`src/rtl/seg7_scan_capture.sv`:
```
`default_nettype none
// ============================================================================
// Module   : seg7_scan_capture
// Brief    : Watches a multiplexed 7-segment bus, turns each stable pattern
//            back into a digit code and publishes whole frames coherently.
//            Build option SEG7_HEX_EN adds the A..F glyphs to the decoder.
// Revision : 1.0 - initial release
// ============================================================================
module seg7_scan_capture #(
  parameter int DIGITS     = 8,
  parameter int STABLE_CYC = 4,
  parameter int TIMEOUT    = 4096
) (
  input  logic                          iClk,
  input  logic                          iRst,
  input  logic [DIGITS-1:0]             iAnode,
  input  logic [6:0]                    iSeg,
  output logic [4*DIGITS-1:0]           oDigits,
  output logic [DIGITS-1:0]             oBlank,
  output logic [DIGITS-1:0]             oErr,
  output logic                          oDigitValid,
  output logic [$clog2(DIGITS)-1:0]     oDigitIdx,
  output logic                          oFrameValid,
  output logic                          oStale
);

  localparam int IDXW = $clog2(DIGITS);
  localparam int TOW  = $clog2(TIMEOUT + 1);

  localparam logic [1:0] c_WAIT  = 2'd0;
  localparam logic [1:0] c_DWELL = 2'd1;
  localparam logic [1:0] c_HELD  = 2'd2;

  // Returns {err, blank, code}
  function automatic logic [5:0] decodeSeg(input logic [6:0] seg);
    logic [5:0] res;
    case (seg)
      7'h40:   res = {2'b00, 4'h0};
      7'h79:   res = {2'b00, 4'h1};
      7'h24:   res = {2'b00, 4'h2};
      7'h30:   res = {2'b00, 4'h3};
      7'h19:   res = {2'b00, 4'h4};
      7'h12:   res = {2'b00, 4'h5};
      7'h02:   res = {2'b00, 4'h6};
      7'h78:   res = {2'b00, 4'h7};
      7'h00:   res = {2'b00, 4'h8};
      7'h10:   res = {2'b00, 4'h9};
`ifdef SEG7_HEX_EN
      7'h08:   res = {2'b00, 4'hA};
      7'h03:   res = {2'b00, 4'hB};
      7'h46:   res = {2'b00, 4'hC};
      7'h21:   res = {2'b00, 4'hD};
      7'h06:   res = {2'b00, 4'hE};
      7'h0E:   res = {2'b00, 4'hF};
`endif
      7'h7F:   res = {2'b01, 4'h0};
      default: res = {2'b10, 4'h0};
    endcase
    return res;
  endfunction

  logic [DIGITS-1:0]   r_sAnode;
  logic [6:0]          r_sSeg;
  logic [DIGITS-1:0]   r_holdAnode;
  logic [6:0]          r_holdSeg;
  logic [1:0]          r_state;
  logic [7:0]          r_cnt;
  logic [TOW-1:0]      r_toCnt;
  logic [DIGITS-1:0]   r_seen;
  logic [4*DIGITS-1:0] r_shDigits;
  logic [DIGITS-1:0]   r_shBlank;
  logic [DIGITS-1:0]   r_shErr;

  logic [DIGITS-1:0]   w_low;
  logic                w_valid;
  logic                w_match;
  logic [IDXW-1:0]     w_idx;
  logic [5:0]          w_dec;
  logic                w_accept;
  logic [DIGITS-1:0]   w_seenSet;
  logic                w_frameDone;
  logic                w_toHit;
  logic [4*DIGITS-1:0] w_nextDigits;
  logic [DIGITS-1:0]   w_nextBlank;
  logic [DIGITS-1:0]   w_nextErr;

  // A sample is usable only when exactly one anode is pulled low
  assign w_low     = ~r_sAnode;
  assign w_valid   = (w_low != '0) && ((w_low & (w_low - DIGITS'(1))) == '0);
  assign w_match   = (r_sAnode == r_holdAnode) && (r_sSeg == r_holdSeg);
  assign w_dec     = decodeSeg(r_sSeg);
  assign w_accept  = (r_state == c_DWELL) && w_valid && w_match &&
                     (r_cnt == 8'(STABLE_CYC - 1));
  assign w_seenSet = r_seen | w_low;
  assign w_frameDone = w_accept && (w_seenSet == {DIGITS{1'b1}});
  assign w_toHit   = !w_accept && (r_toCnt == TOW'(TIMEOUT - 1));

  always_comb begin
    w_idx = '0;
    for (int i = 0; i < DIGITS; i++) begin
      if (w_low[i]) w_idx = IDXW'(i);
    end
  end

  // Next shadow contents, so a completing frame can publish the new digit too
  for (genvar gi = 0; gi < DIGITS; gi++) begin : g_slot
    assign w_nextDigits[4*gi +: 4] = (w_accept && w_low[gi]) ? w_dec[3:0]
                                                              : r_shDigits[4*gi +: 4];
    assign w_nextBlank[gi] = (w_accept && w_low[gi]) ? w_dec[4] : r_shBlank[gi];
    assign w_nextErr[gi]   = (w_accept && w_low[gi]) ? w_dec[5] : r_shErr[gi];
  end

  always_ff @(posedge iClk or posedge iRst) begin
    if (iRst) begin
      r_sAnode <= '1;
      r_sSeg   <= 7'h7F;
    end else begin
      r_sAnode <= iAnode;
      r_sSeg   <= iSeg;
    end
  end

  always_ff @(posedge iClk or posedge iRst) begin
    if (iRst) begin
      r_state     <= c_WAIT;
      r_holdAnode <= '0;
      r_holdSeg   <= '0;
      r_cnt       <= '0;
    end else begin
      case (r_state)
        c_WAIT: begin
          if (w_valid) begin
            r_holdAnode <= r_sAnode;
            r_holdSeg   <= r_sSeg;
            r_cnt       <= 8'd1;
            r_state     <= c_DWELL;
          end
        end
        c_DWELL: begin
          if (!w_valid) begin
            r_state <= c_WAIT;
          end else if (!w_match) begin
            r_holdAnode <= r_sAnode;
            r_holdSeg   <= r_sSeg;
            r_cnt       <= 8'd1;
          end else if (w_accept) begin
            r_state <= c_HELD;
          end else begin
            r_cnt <= r_cnt + 8'd1;
          end
        end
        c_HELD: begin
          if (!w_valid) begin
            r_state <= c_WAIT;
          end else if (!w_match) begin
            r_holdAnode <= r_sAnode;
            r_holdSeg   <= r_sSeg;
            r_cnt       <= 8'd1;
            r_state     <= c_DWELL;
          end
        end
        default: r_state <= c_WAIT;
      endcase
    end
  end

  // Timeout only discards the partial frame; published outputs stay intact
  always_ff @(posedge iClk or posedge iRst) begin
    if (iRst) begin
      r_toCnt <= '0;
      r_seen  <= '0;
      oStale  <= 1'b0;
    end else begin
      if (w_accept) begin
        r_toCnt <= '0;
      end else if (r_toCnt != TOW'(TIMEOUT)) begin
        r_toCnt <= r_toCnt + TOW'(1);
      end

      if (w_frameDone) begin
        r_seen <= '0;
        oStale <= 1'b0;
      end else if (w_accept) begin
        r_seen <= w_seenSet;
      end else if (w_toHit && (r_seen != '0)) begin
        r_seen <= '0;
        oStale <= 1'b1;
      end
    end
  end

  always_ff @(posedge iClk or posedge iRst) begin
    if (iRst) begin
      r_shDigits  <= '0;
      r_shBlank   <= '0;
      r_shErr     <= '0;
      oDigits     <= '0;
      oBlank      <= '0;
      oErr        <= '0;
      oDigitValid <= 1'b0;
      oDigitIdx   <= '0;
      oFrameValid <= 1'b0;
    end else begin
      r_shDigits  <= w_nextDigits;
      r_shBlank   <= w_nextBlank;
      r_shErr     <= w_nextErr;
      oDigitValid <= w_accept;
      oFrameValid <= w_frameDone;
      if (w_accept) oDigitIdx <= w_idx;
      if (w_frameDone) begin
        oDigits <= w_nextDigits;
        oBlank  <= w_nextBlank;
        oErr    <= w_nextErr;
      end
    end
  end

endmodule
`default_nettype wire

```
`config.mk`:
```
export PLATFORM = sky130hd
export DESIGN_NAME = seg7_scan_capture
export DESIGN_NICKNAME = d
export VERILOG_FILES = /design/src/rtl/seg7_scan_capture.sv
export SDC_FILE = /design/constraint.sdc
export NUM_CORES = 1
export LEC_CHECK = 0
export CAP_MARGIN = 20
export CORE_ASPECT_RATIO = 0.6
export CORE_UTILIZATION = 50
export DETAILED_ROUTE_END_ITERATION = 12
export DONT_BUFFER_PORTS = 1
export HOLD_SLACK_MARGIN = 0.08
export PLACE_DENSITY = 0.7
export SYNTH_ARGS = -nofsm -noshare
export SYNTH_HDL_FRONTEND = slang
export SYNTH_SLANG_ARGS = --single-unit
```
`constraint.sdc`:
```
create_clock -name iClk -period 6.1 [get_ports iClk]
set_clock_uncertainty 0.15 [all_clocks]
set_input_delay 1.22 -clock iClk [delete_from_list [all_inputs] [get_ports iClk]]
set_output_delay 1.22 -clock iClk [all_outputs]
set_load 0.02 [all_outputs]
```
==> reports/metrics.yaml, run 1 <==
cts:
  numClockSinks: 163
  cts.reportedPaths.clkPinSlew_ns: 0.07
  ctsResizeCount: 0
  numCtsBuffers: 17
  cts.root.buffer_cell: "clkbuf_16"
  cts_tree: "built"
  hold_buffers: 0
  clkLatencyLatePin_ns: 0.43
  postCtsSetupBuffers: 0
  clockBufferDepth: 2
  ctsHtreeMaxLevel: 4
power:
  power_density_nw_per_um2: 306
  peakVddDrop_uv: 185
  swShare_pct: 26.8
  p_leak_nw: 3.55
  p_clk_share_pct: 44.0
  power_mw: 2.42
  intPower_mw: 1.77
  comb_power_share_pct: 7.1
  power_frac_seq_pct: 48.8
  p_sw_uw: 650
detailed_routing:
  wire_per_inst_um: 20.9
  route.layer.met1.wl_mm: 7.51
  vias: 4655
  ant_nets: 0
  drt_wl_total_mm: 16.3
  dr.first_iter.drc_count: 384
  vias_per_cell: 5.98
  routed-wl-met3_mm: 1.37
  routed.top_layer: "met4"
  wl_met2_mm: 7.24
  first_pass_iters: 5
  drc: 0
setup_path:
  critical_path_required_ns: 6.27
  criticalPathCategory: "reg2reg"
  critPathLaunchType: "flop"
  worstSetupEndpointType: "flop"
  worst-path-max-fanout: 17
  cp.arrival_ns: 3.92
synthesis:
  synth_enable_flop_cells: 0
  synth_area_um2: 7200
  synth_area_leaders: "dfrtp_1, mux2_2, dfstp_2, o2bb2ai_1, nor2_1"
  netlist.area_leader.share_pct: 51.4
  postSynth.asyncResetShare_pct: 100
  yosysWarnings: 0
  post-synth-top-count-cell: "dfrtp_1"
  synth_cell_type_count: 60
  synthCells: 581
  synth_top_area_cell: "dfrtp_1"
  yosys_register_bits: 163
  ys_seq_area_share_pct: 56.9
  synth_flop_cell: "dfrtp_1"
  avgSynthCellArea_um2: 12.4
  synth_commonest_cells: "dfrtp_1, mux2_2, nor2_1, nand3_1, nand2_1"
  synth_fp_nets: 605
floorplan:
  start_util_pct: 51.9
  core_um2: 13900
  die_area_um2: 14900
  pin_count: 71
  die_h_um: 95.0
  fp-row-count: 33
  die_w_um: 157
final_layout:
  drive_gt1_share_pct: 24.2
  design_area_um2: 7920
  multi_input_area_um2: 2850
  top_regs: "oDigits (32), r_shDigits (32), r_toCnt (13)"
  regArea_um2: 4100
  nets: 598
  syn2layout_area_growth_pct: 9.95
  antennaDiodeCount: 0
  final_util_pct: 57.1
  fillCellCount: 1160
timing:
  finalSetupViolCount: 0
  relSlewSlack_pct: 34.2
  tightestPinTransition_ns: 0.988
  drv_slew: 0
  whs_ns: 0.338
  tns_ns: 0
  rsz0062_at_grt: "false"
  hold_violations: 0
  fin_crit_sh_pct: 61.6
  finalWorstPathRequiredPeriod_ns: 3.76
  fmax_mhz: 266
place:
  gp_congestion: 0.938
  io_buffers: 0
  dpl-instance-area_um2: 7310
  detailed_place_hpwl_mm: 11.0
min_path:
  hold_path_class: "reg2reg"
grt:
  grt_max_degree: 114
  overflow: 0
  grt_antenna_before_repair: 0
  grt_usage_pct: 23.7
  grt_pass1_vias: 4580
  grt_pass1_wl_mm: 25.9
outcome:
  status: "completed"
run:
  cap_violations: 0
==> worst max-delay path, cell delays in order (launching register included) <==
cell and delay, ns:
dfstp_2 0.69, xnor2_1 0.17, nand4_1 0.15, or4_1 0.99, nor3_2 0.88, a2bb2oi_1 0.29
mux2_2 0.32
==> final timing paths <==
| kind | startpoint | endpoint | slack (ns) | cells after the start |
|---|---|---|---|---|
| setup reg to reg | r_sAnode[3]$_DFF_PP1_ | oDigits[9]$_DFFE_PP0P_ | 2.34 | 6 |
| hold reg to reg | r_shBlank[2]$_DFF_PP0_ | r_shBlank[2]$_DFF_PP0_ | 0.34 | 1 |
| hold / removal | r_shBlank[2]$_DFF_PP0_ | r_shBlank[2]$_DFF_PP0_ | 0.34 | 1 |
| min in group asynchronous | iRst | oDigits[4]$_DFFE_PP0P_ | 0.71 | 1 |
| setup / recovery | r_sAnode[3]$_DFF_PP1_ | oDigits[9]$_DFFE_PP0P_ | 2.34 | 6 |
| max in group asynchronous | iRst | r_cnt[3]$_DFFE_PP0P_ | 3.84 | 2 |
==> metrics by stage <==
stage	setup WS, ns	instances
finish	2.34	779
global route	2.23	779
CTS	2.37	779
detailed placement	2.42	747
global placement	2.48	747
floorplan	0.350	581
==> cells by family (layout without fill, tap and decap cells) <==
family          after synthesis  count (layout)  share of synthesized area, %
xor+xnor                     28              28                          3.51
fa+ha+maj                     7               7                          1.22
simple gates                167             167                          12.6
buf+inv                      52              58                          3.70
compound gates               99              99                          11.5
mux                          65              65                          10.6
flops                       163             163                          56.9
==> per-layer routing <==
| metal | track usage, % | up-vias |
|---|---|---|
| met3 | 8.31 | 16 |
| li1 | - | 2092 |
| met5 | 0 | - |
| met1 | 32.7 | 2385 |
| met2 | 35.3 | 162 |
| met4 | 7.11 | 0 |
==> power groups by stage <==
stage                     sequential, mW  clock [mW]  combinational (mW)
final                               1.18        1.07               0.173
after global routing                1.19        1.14               0.194
after CTS                           1.18        1.09               0.175
after detailed placement            1.20           0               0.174
after global placement              1.20           0               0.169
after floorplan                     1.18           0               0.155
==> final cells by class <==
type	count	area share, %
flip-flops and latches	163	51.7
multi-input cells	366	36.0
clock buffers	17	5.37
well taps	192	3.03
clock inverters	15	2.29
inverters	21	1.06
repair buffers	5	0.474
==> cells in the final DEF, fill, tap and decap left out, types with 4 or more instances in the layout <==
cell         n
a2bb2oi_1   16
and3_1       8
a21oi_1      8
o22ai_1      7
ha_1         7
nand2_1     25
o21ai_0      9
clkinv_8     5
inv_8        6
nor3_1      11
nand3_1     30
nor2b_1      6
xor2_1       9
mux2_4       8
o2bb2ai_2    7
nand4_1     11
nor4_1       5
dfstp_2     15
nor3_2       4
o2bb2ai_1   21
inv_1       19
clkbuf_16   17
a22o_1       4
dfrtp_1    148
or4_1        6
xnor2_1     18
o21a_1       8
nor2_1      42
o211ai_1     4
mux2_2      56
buf_4        5
(Power assumes the default switching activity.)
==> run 2, diff against run 1 <==
==> constraint.sdc (replaced) <==
create_clock -name iClk -period 3.1 [get_ports iClk]
set_clock_uncertainty 0.15 [all_clocks]
set_input_delay 0.62 -clock iClk [delete_from_list [all_inputs] [get_ports iClk]]
set_output_delay 0.62 -clock iClk [all_outputs]
set_load 0.02 [all_outputs]
==> run 2 against run 1 <==
  * Sequential cell count unchanged
  * Via count increased by 4.9%
  * Critical endpoint is now oDigits[29]$_DFFE_PP0P_
  * Maximum frequency increased by 23%
  * Largest power group unchanged
  * Global-route usage increased by 0.71 points
  * Cell area increased by 7.0%
  * Core utilization increased by 4.0 points
  * First-iteration DRC count increased by 15%
  * Combinational power increased by 130%
  * Sequential power increased by 97%
==> reports/metrics.yaml, run 2 (synthesis gave the netlist of run 1 again) <==
outcome:
  status: "completed"
power:
  power_density_nw_per_um2: 568
  peakVddDrop_uv: 389
  p_leak_nw: 3.82
  power_mw: 4.81
place:
  io_buffers: 0
  gp_congestion: 0.912
  detailed_place_hpwl_mm: 11.4
cts:
  clkLatencyLatePin_ns: 0.43
  numClockSinks: 163
  ctsHtreeMaxLevel: 4
  cts.reportedPaths.clkPinSlew_ns: 0.07
  cts_tree: "built"
  numCtsBuffers: 17
  clockBufferDepth: 2
  cts.root.buffer_cell: "clkbuf_16"
detailed_routing:
  ant_nets: 0
  first_pass_iters: 5
  dr.first_iter.drc_count: 443
  wire_per_inst_um: 20.5
  drc: 0
  vias: 4882
  drt_wl_total_mm: 17.1
  vias_per_cell: 5.85
timing:
  whs_ns: 0.337
  finalWorstPathRequiredPeriod_ns: 3.05
  drv_slew: 0
  hold_violations: 0
  relSlewSlack_pct: 59.4
  fmax_mhz: 328
  fin_crit_sh_pct: 98.3
  tightestPinTransition_ns: 0.609
  finalSetupViolCount: 0
setup_path:
  startpoint: "r_sSeg[1]$_DFF_PP1_"
  r2r_start: "r_sSeg[1]$_DFF_PP1_"
  worstSetupEndpointType: "flop"
  cp.arrival_ns: 3.20
  crit_buf_inv: 3
  crit_path_max_incr_delay_ns: 0.65
  criticalPathCategory: "reg2reg"
  worst-path-max-fanout: 20
  critical_path_required_ns: 3.26
  crit_family: "simple AND/OR/NAND/NOR gates"
  r2r_slack_ns: 0.05
  reg2reg_depth: 8
  cpMostUsedCell: "buf_4"
  crit_chain: "xnor2_1, nand4_1, or4_1, buf_4, nor4_4, buf_4, buf_8, mux2_2"
  worst_r2r_endpoint: "oDigits[29]$_DFFE_PP0P_"
  critPathLaunchType: "flop"
  crit_cells: 8
  setup.worst_path.end: "oDigits[29]$_DFFE_PP0P_"
  crit_slowest_cell: "dfstp_2"
grt:
  grt_antenna_before_repair: 0
  grt_pass1_wl_mm: 26.9
  grt_max_degree: 81
  overflow: 0
  grt_pass1_vias: 4911
  grt_usage_pct: 24.4
floorplan:
  die_w_um: 157
  start_util_pct: 51.9
  core_um2: 13900
  die_area_um2: 14900
  die_h_um: 95.0
  pin_count: 71
  fp-row-count: 33
final_layout:
  antennaDiodeCount: 0
  layout_common_cells: "dfrtp_1, mux2_2, nor2_1"
  top_regs: "oDigits (32), r_shDigits (32), r_toCnt (13)"
  syn2layout_area_growth_pct: 17.6
  drive_gt1_share_pct: 28.5
  final_util_pct: 61.1
  final_common_cell: "dfrtp_1"
  fillCellCount: 1057
  nets: 653
run:
  cap_violations: 0
min_path:
  hold_path_class: "reg2reg"
  worstHoldStart: "r_shBlank[1]$_DFF_PP0_"
run 2: layout make-up:
cell class | instances | area, µm² | share of cell area, %
well taps | 192 | 240 | 2.84
clock inverters | 15 | 184 | 2.17
repair buffers | 60 | 553 | 6.53
inverters | 21 | 82.6 | 0.975
multi-input cells | 366 | 2890 | 34.1
clock buffers | 17 | 425 | 5.02
flip-flops and latches | 163 | 4100 | 48.4
run 2: stage by stage:
stage / std cells / setup WS, ns / cell area (µm²) / setup TNS [ns]
5_1_grt: 834 / -0.0102 / 8470 / -0.0192
3_5_place_dp: 775 / 0.0513 / 7570 / 0
3_3_place_gp: 775 / 0.0579 / 7570 / 0
2_1_floorplan: 581 / 0.185 / 7210 / 0
4_1_cts: 823 / 0.0138 / 8340 / 0
6_report: 834 / 0.0539 / 8470 / 0
run 2: repair_timing:
item / 4_1_cts / 5_1_grt
buffers inserted: 0 / 10
gates resized for setup: 0 / 7
setup endpoints to repair: 0 / 64
endpoints found under the hold margin: 19 / 0
hold buffers: 16 / 0
run 2: worst min path at each step:
stage                             end  slack, ns  cells past startpoint
2_1_floorplan  r_shBlank[0]$_DFF_PP0_       0.30                      1
3_3_place_gp   r_toCnt[2]$_DFFE_PP0P_       0.28                      1
3_5_place_dp   r_toCnt[2]$_DFFE_PP0P_       0.27                      1
4_1_cts        r_shBlank[0]$_DFF_PP0_       0.34                      1
5_1_grt          r_shErr[5]$_DFF_PP0_       0.36                      1
6_report       r_shBlank[1]$_DFF_PP0_       0.34                      1
run 2: worst register-to-register path: stages (launching register included):
cell and delay [ns]:
dfstp_2 0.65, xnor2_1 0.15, nand4_1 0.18, or4_1 0.59, buf_4 0.24, nor4_4 0.22, buf_4 0.18, buf_8 0.20
mux2_2 0.37
run 2: power breakdown:
part           switching (mW)  total [mW]  internal (mW)
logic                   0.203       0.405          0.202
clock network           0.996        2.09           1.09
registers              0.0876        2.32           2.23
run 2: metal layers:
metal  up-vias  wire, µm  GRT usage [%]
li1       2212         -              -
met5         -         0              0
met1      2488      7880           33.9
met2       163      7780           36.1
met3        19      1210           8.12
met4         0       201           7.92
